<file path="config.mk">
export PLATFORM = sky130hd
export DESIGN_NAME = elastic_buffer
export DESIGN_NICKNAME = d
export VERILOG_FILES = /design/src/rtl/elastic_buffer.sv
export SDC_FILE = /design/constraint.sdc
export NUM_CORES = 1
export LEC_CHECK = 0
export CAP_MARGIN = 20
export CORE_MARGIN = 2
export CORE_UTILIZATION = 67
export DETAILED_ROUTE_END_ITERATION = 12
export DONT_BUFFER_PORTS = 1
export GPL_ROUTABILITY_DRIVEN = 0
export PLACE_DENSITY = 0.81
export SLEW_MARGIN = 0
export SYNTH_ARGS = -nofsm -noshare
export SYNTH_HDL_FRONTEND = slang
export SYNTH_SLANG_ARGS = --single-unit
export TNS_END_PERCENT = 5
</file>
<file path="constraint.sdc">
create_clock -name clk -period 5.9 [get_ports clk]
set_input_delay 0.885 -clock clk [delete_from_list [all_inputs] [get_ports clk]]
set_output_delay 0.885 -clock clk [all_outputs]
set_load 0.1 [all_outputs]
</file>
<file path="src/rtl/elastic_buffer.sv">
// Valid/ready elastic buffer: DEPTH-entry register FIFO with occupancy, almost-full,
// synchronous flush and optional full-passthrough acceptance. No combinational path data_in -> data_out.
module elastic_buffer #(
    parameter int DATA_WIDTH    = 32,
    parameter int DEPTH         = 4,
    parameter int AF_THRESH     = 3,
    parameter int FULL_PASSTHRU = 0
) (
    input  logic                         clk,
    input  logic                         rst,
    input  logic                         flush,
    input  logic [DATA_WIDTH-1:0]        data_in,
    input  logic                         data_in_valid,
    output logic                         data_in_ready,
    output logic [DATA_WIDTH-1:0]        data_out,
    output logic                         data_out_valid,
    input  logic                         data_out_ready,
    output logic [$clog2(DEPTH+1)-1:0]   count,
    output logic                         almost_full
);

    localparam int PTR_W = (DEPTH > 1) ? $clog2(DEPTH) : 1;
    localparam int CNT_W = $clog2(DEPTH + 1);

    logic [DATA_WIDTH-1:0] mem_reg [DEPTH];

    logic [PTR_W-1:0] wr_ptr_reg, wr_ptr_next;
    logic [PTR_W-1:0] rd_ptr_reg, rd_ptr_next;
    logic [CNT_W-1:0] count_reg,  count_next;

    logic             full;
    logic             push;
    logic             pop;
    logic [DEPTH-1:0] wr_en;

    // Pointers wrap at DEPTH, which need not be a power of two.
    function automatic logic [PTR_W-1:0] ptr_inc(input logic [PTR_W-1:0] p);
        if (p == PTR_W'(DEPTH - 1)) begin
            return '0;
        end
        return p + PTR_W'(1);
    endfunction

    assign full           = (count_reg == CNT_W'(DEPTH));
    assign data_out_valid = (count_reg != '0);
    assign data_out       = data_out_valid ? mem_reg[rd_ptr_reg] : '0;
    assign count          = count_reg;
    assign almost_full    = (count_reg >= CNT_W'(AF_THRESH));

    generate
        if (FULL_PASSTHRU != 0) begin : g_ready_passthru
            // When full, a word may enter in the same cycle the oldest one leaves.
            assign data_in_ready = !rst && !flush && (!full || data_out_ready);
        end else begin : g_ready_registered
            assign data_in_ready = !rst && !flush && !full;
        end
    endgenerate

    assign push = data_in_valid  && data_in_ready;
    assign pop  = data_out_valid && data_out_ready;

    generate
        for (genvar gi = 0; gi < DEPTH; gi++) begin : g_wr_en
            assign wr_en[gi] = push && (wr_ptr_reg == PTR_W'(gi));
        end
    endgenerate

    always_comb begin
        wr_ptr_next = wr_ptr_reg;
        rd_ptr_next = rd_ptr_reg;
        count_next  = count_reg;
        if (flush) begin
            wr_ptr_next = '0;
            rd_ptr_next = '0;
            count_next  = '0;
        end else begin
            if (push) begin
                wr_ptr_next = ptr_inc(wr_ptr_reg);
            end
            if (pop) begin
                rd_ptr_next = ptr_inc(rd_ptr_reg);
            end
            case ({push, pop})
                2'b10:   count_next = count_reg + CNT_W'(1);
                2'b01:   count_next = count_reg - CNT_W'(1);
                default: count_next = count_reg;
            endcase
        end
    end

    always_ff @(posedge clk) begin
        if (rst) begin
            wr_ptr_reg <= '0;
            rd_ptr_reg <= '0;
            count_reg  <= '0;
        end else begin
            wr_ptr_reg <= wr_ptr_next;
            rd_ptr_reg <= rd_ptr_next;
            count_reg  <= count_next;
        end
    end

    // Storage is intentionally not reset; data_out masks stale entries while empty.
    always_ff @(posedge clk) begin
        for (int i = 0; i < DEPTH; i++) begin
            if (wr_en[i]) begin
                mem_reg[i] <= data_in;
            end
        end
    end

endmodule

</file>
==> results.toml <==
[clock_tree]
clock_latency_ns = 0.51
clock-root-buffer = "clkbuf_8"
cts_htree_levels = 4
cts_buffers = 17
clk_transition_reported_paths_ns = 0.06
tritoncts_clock_tree = "done"
post_cts_hold_buffer_count = 0
number_of_buffers_on_the_longest_clock_path = 2
postCtsResizedCells = 0
cts_setup_buffers = 0
cts_sinks = 137

[critical_path]
timing.critical_path.buf_inv = 1
crit_path_max_fanout = 14
max_stage_delay_ns = 1.08
r2r_slack_ns = 2.65
crit_type = "reg -> out"
setup.worst_path.start_class = "register"
critical_path.slowest_cell = "dfxtp_1"
reg2reg_to = "count[2]"
r2r_cells = 9
critPathRequiredTime_ns = 5.02
startpoint = "count[0]"
worstSetupPathDepth = 3
worst_path_dominant_cell_family = "flip-flops"
crit_arrival_ns = 2.89
cp_cell_sequence = "nor3_2 -> buf_4 -> nor2b_2"
critPathCaptureType = "output pin"
worstReg2RegStart = "count[2]"

[die]
core_mm2 = 0.00773
floorplan.initialDensity = 0.691
io-pin-count = 75
row_count = 32
die_h_um = 93.3
die_span_x_um = 93.3
design.die.area_mm2 = 0.00870

[sta]
fin_crit_sh = 0.640
skew_ns = 0.00624
finalCriticalPeriod_ns = 3.78
timing.max_slew.rel_slack = 0.237
slew_viols_final = 0
achievable-frequency_mhz = 265
hold_viol = 0
setup_repair_after_global_routing_missed_its_margin = "no"
post_route_setup_tns_ns = 0
tightestPinTransition_ns = 1.14
timing.final.ws_setup_ns = 2.12
setup_viol_count_final = 0

[layout]
post_route_cells_drive_above_1_share = 0.324
area.sequential_mm2 = 0.00403
area.growth.synth_to_final_pct = 14.3
num-fill-cells = 372
postLayoutCoreUtil = 0.790
largest_register_ffs = 128
final_cell_area_mm2 = 0.00610
final_net_count = 315
antennaDiodeCount = 0
multi_input_comb_area_mm2 = 0.00128

[logic_synthesis]
synth_flop_cell = "edfxtp_1"
yosys.cell_types.count = 29
synth-seq-cells = 137
synthCells = 260
synth_area_per_cell_um2 = 20.5
synthArstFlopShare = 0
yosys_warnings = 0
synth.net_count = 304
edff_count_synth = 128
synth_seq_area_share = 0.754
post_synth_instance_area_mm2 = 0.00534

[global_routing]
gr-usage-met3 = 0.0814
grt_util_all_layers = 0.235
antenna_found_initial = 0
use_met1 = 0.310
grt.met2_usage = 0.357
top_usage_layer = "met2"
global_route.overflow_total = 0
pin_count_of_the_biggest_net_entering_global_routing = 33
first_global_vias = 2477
first_pass_grt_wire_length_mm = 14.1

[routing]
route.vias.total = 2356
detail-route-antenna-nets = 0
routed_wirelength_mm = 9.23
drt_pass1_iterations = 4
remaining_drc_errors = 0
initialDrtViolationCount = 133
routed_via_density = 6.10
avgRoutedWirePerCell_um = 23.9

[hold_path]
min-delay-start = "data_in[19]"
min_path_cells = 0
min_delay_worst_endpoint = "mem_reg[1][19]"
hold_path_class = "in -> reg"

[placement]
portBuffers = 0
place_ws_ns = 2.66
dp_hpwl_mm = 4.93
dp_area_mm2 = 0.00549

[pwr]
design_power_total_mw = 2.24
leakagePower_nw = 1.98
max-vdd-ir-drop_uv = 256
power.density_mw_per_mm2 = 366

[run]
drv.max_cap_violation_count = 0

[status]
status = "complete, no violations"
placed cells by master (no fill, tap or decap):
cell / n
a21o_1: 1
a21oi_1: 4
a22o_1: 1
and2_1: 1
and2_2: 4
and2b_1: 13
and3_1: 1
buf_4: 3
bufinv_16: 4
clkbuf_1: 2
clkbuf_16: 16
clkbuf_8: 1
clkinv_4: 4
clkinvlp_4: 3
dfxtp_1: 7
dfxtp_2: 2
edfxtp_1: 128
fa_1: 1
ha_1: 6
inv_1: 9
inv_6: 2
mux2i_1: 1
mux4_2: 32
nand2_1: 3
nand3_1: 1
nor2_1: 5
nor2b_2: 19
nor3_2: 1
o21ai_0: 2
o31ai_1: 1
or2_2: 1
or3_1: 2
or3b_1: 1
xor2_1: 2
layer usage:
layer	part of all wire	wire length (um)
met1	0.40	3690
met2	0.51	4730
met3	0.071	653
met4	0.017	160
met5	0	0
worst max path at each step:
stage,to
after floorplan,data_out[11]
after CTS,data_out[14]
after global routing,data_out[14]
final,data_out[14]
after global placement,data_out[15]
after detailed placement,data_out[12]
where the power goes:
group	internal (mW)	total, mW	switching (mW)
clock	0.691	1.09	0.395
sequential	1.07	1.08	0.00595
combinational	0.0157	0.0711	0.0554
stage by stage:
step | hold WS (ns) | cells
floorplan | 0.460 | 260
global placement | 0.471 | 354
detailed placement | 0.484 | 354
CTS | 0.440 | 386
global route | 0.440 | 386
finish | 0.463 | 386
worst register-to-register path, delay by kind of cell (launching register included):
family                     cells  cell delay, ns
AOI/OAI and AO/OA              1            0.15
xor gates and xnor gates       1            0.17
adders and majority gates      2            0.58
buffers and inverters          2            0.15
DFF                            1            1.08
and+or+nand+nor                3            1.05
kinds of logic after synthesis:
logic type                 count (synthesis)  share of synthesized area
DFF                                      137                      0.754
and+or+nand+nor                           52                     0.0602
muxes                                     33                      0.137
buffers and inverters                     20                     0.0178
AOI/OAI and AO/OA                          9                     0.0101
adders and majority gates                  7                     0.0178
xor gates and xnor gates                   2                    0.00328
cell usage after synthesis, drive strengths merged, types with 2 or more instances:
library cell | count | share of area
buf | 8 | 0.0094
nand2 | 3 | 0.0021
edfxtp | 128 | 0.72
nor2b | 19 | 0.022
dfxtp | 9 | 0.034
a21oi | 4 | 0.0038
and2 | 5 | 0.0059
or3 | 2 | 0.0023
and2b | 13 | 0.018
clkbuf | 3 | 0.0021
o21ai | 2 | 0.0019
ha | 6 | 0.014
nor2 | 5 | 0.0035
xor2 | 2 | 0.0033
inv | 9 | 0.0063
mux4 | 32 | 0.14
area by class of cell:
cell class                 instances  area share
clock inverter                    13      0.0320
inverter                           9     0.00554
tap                              102      0.0209
clock buffer                      19      0.0691
timing repair buffer               3     0.00369
multi-input combinational        103       0.209
sequential                       137       0.660
No activity file was read; power rests on OpenSTA's default activity.
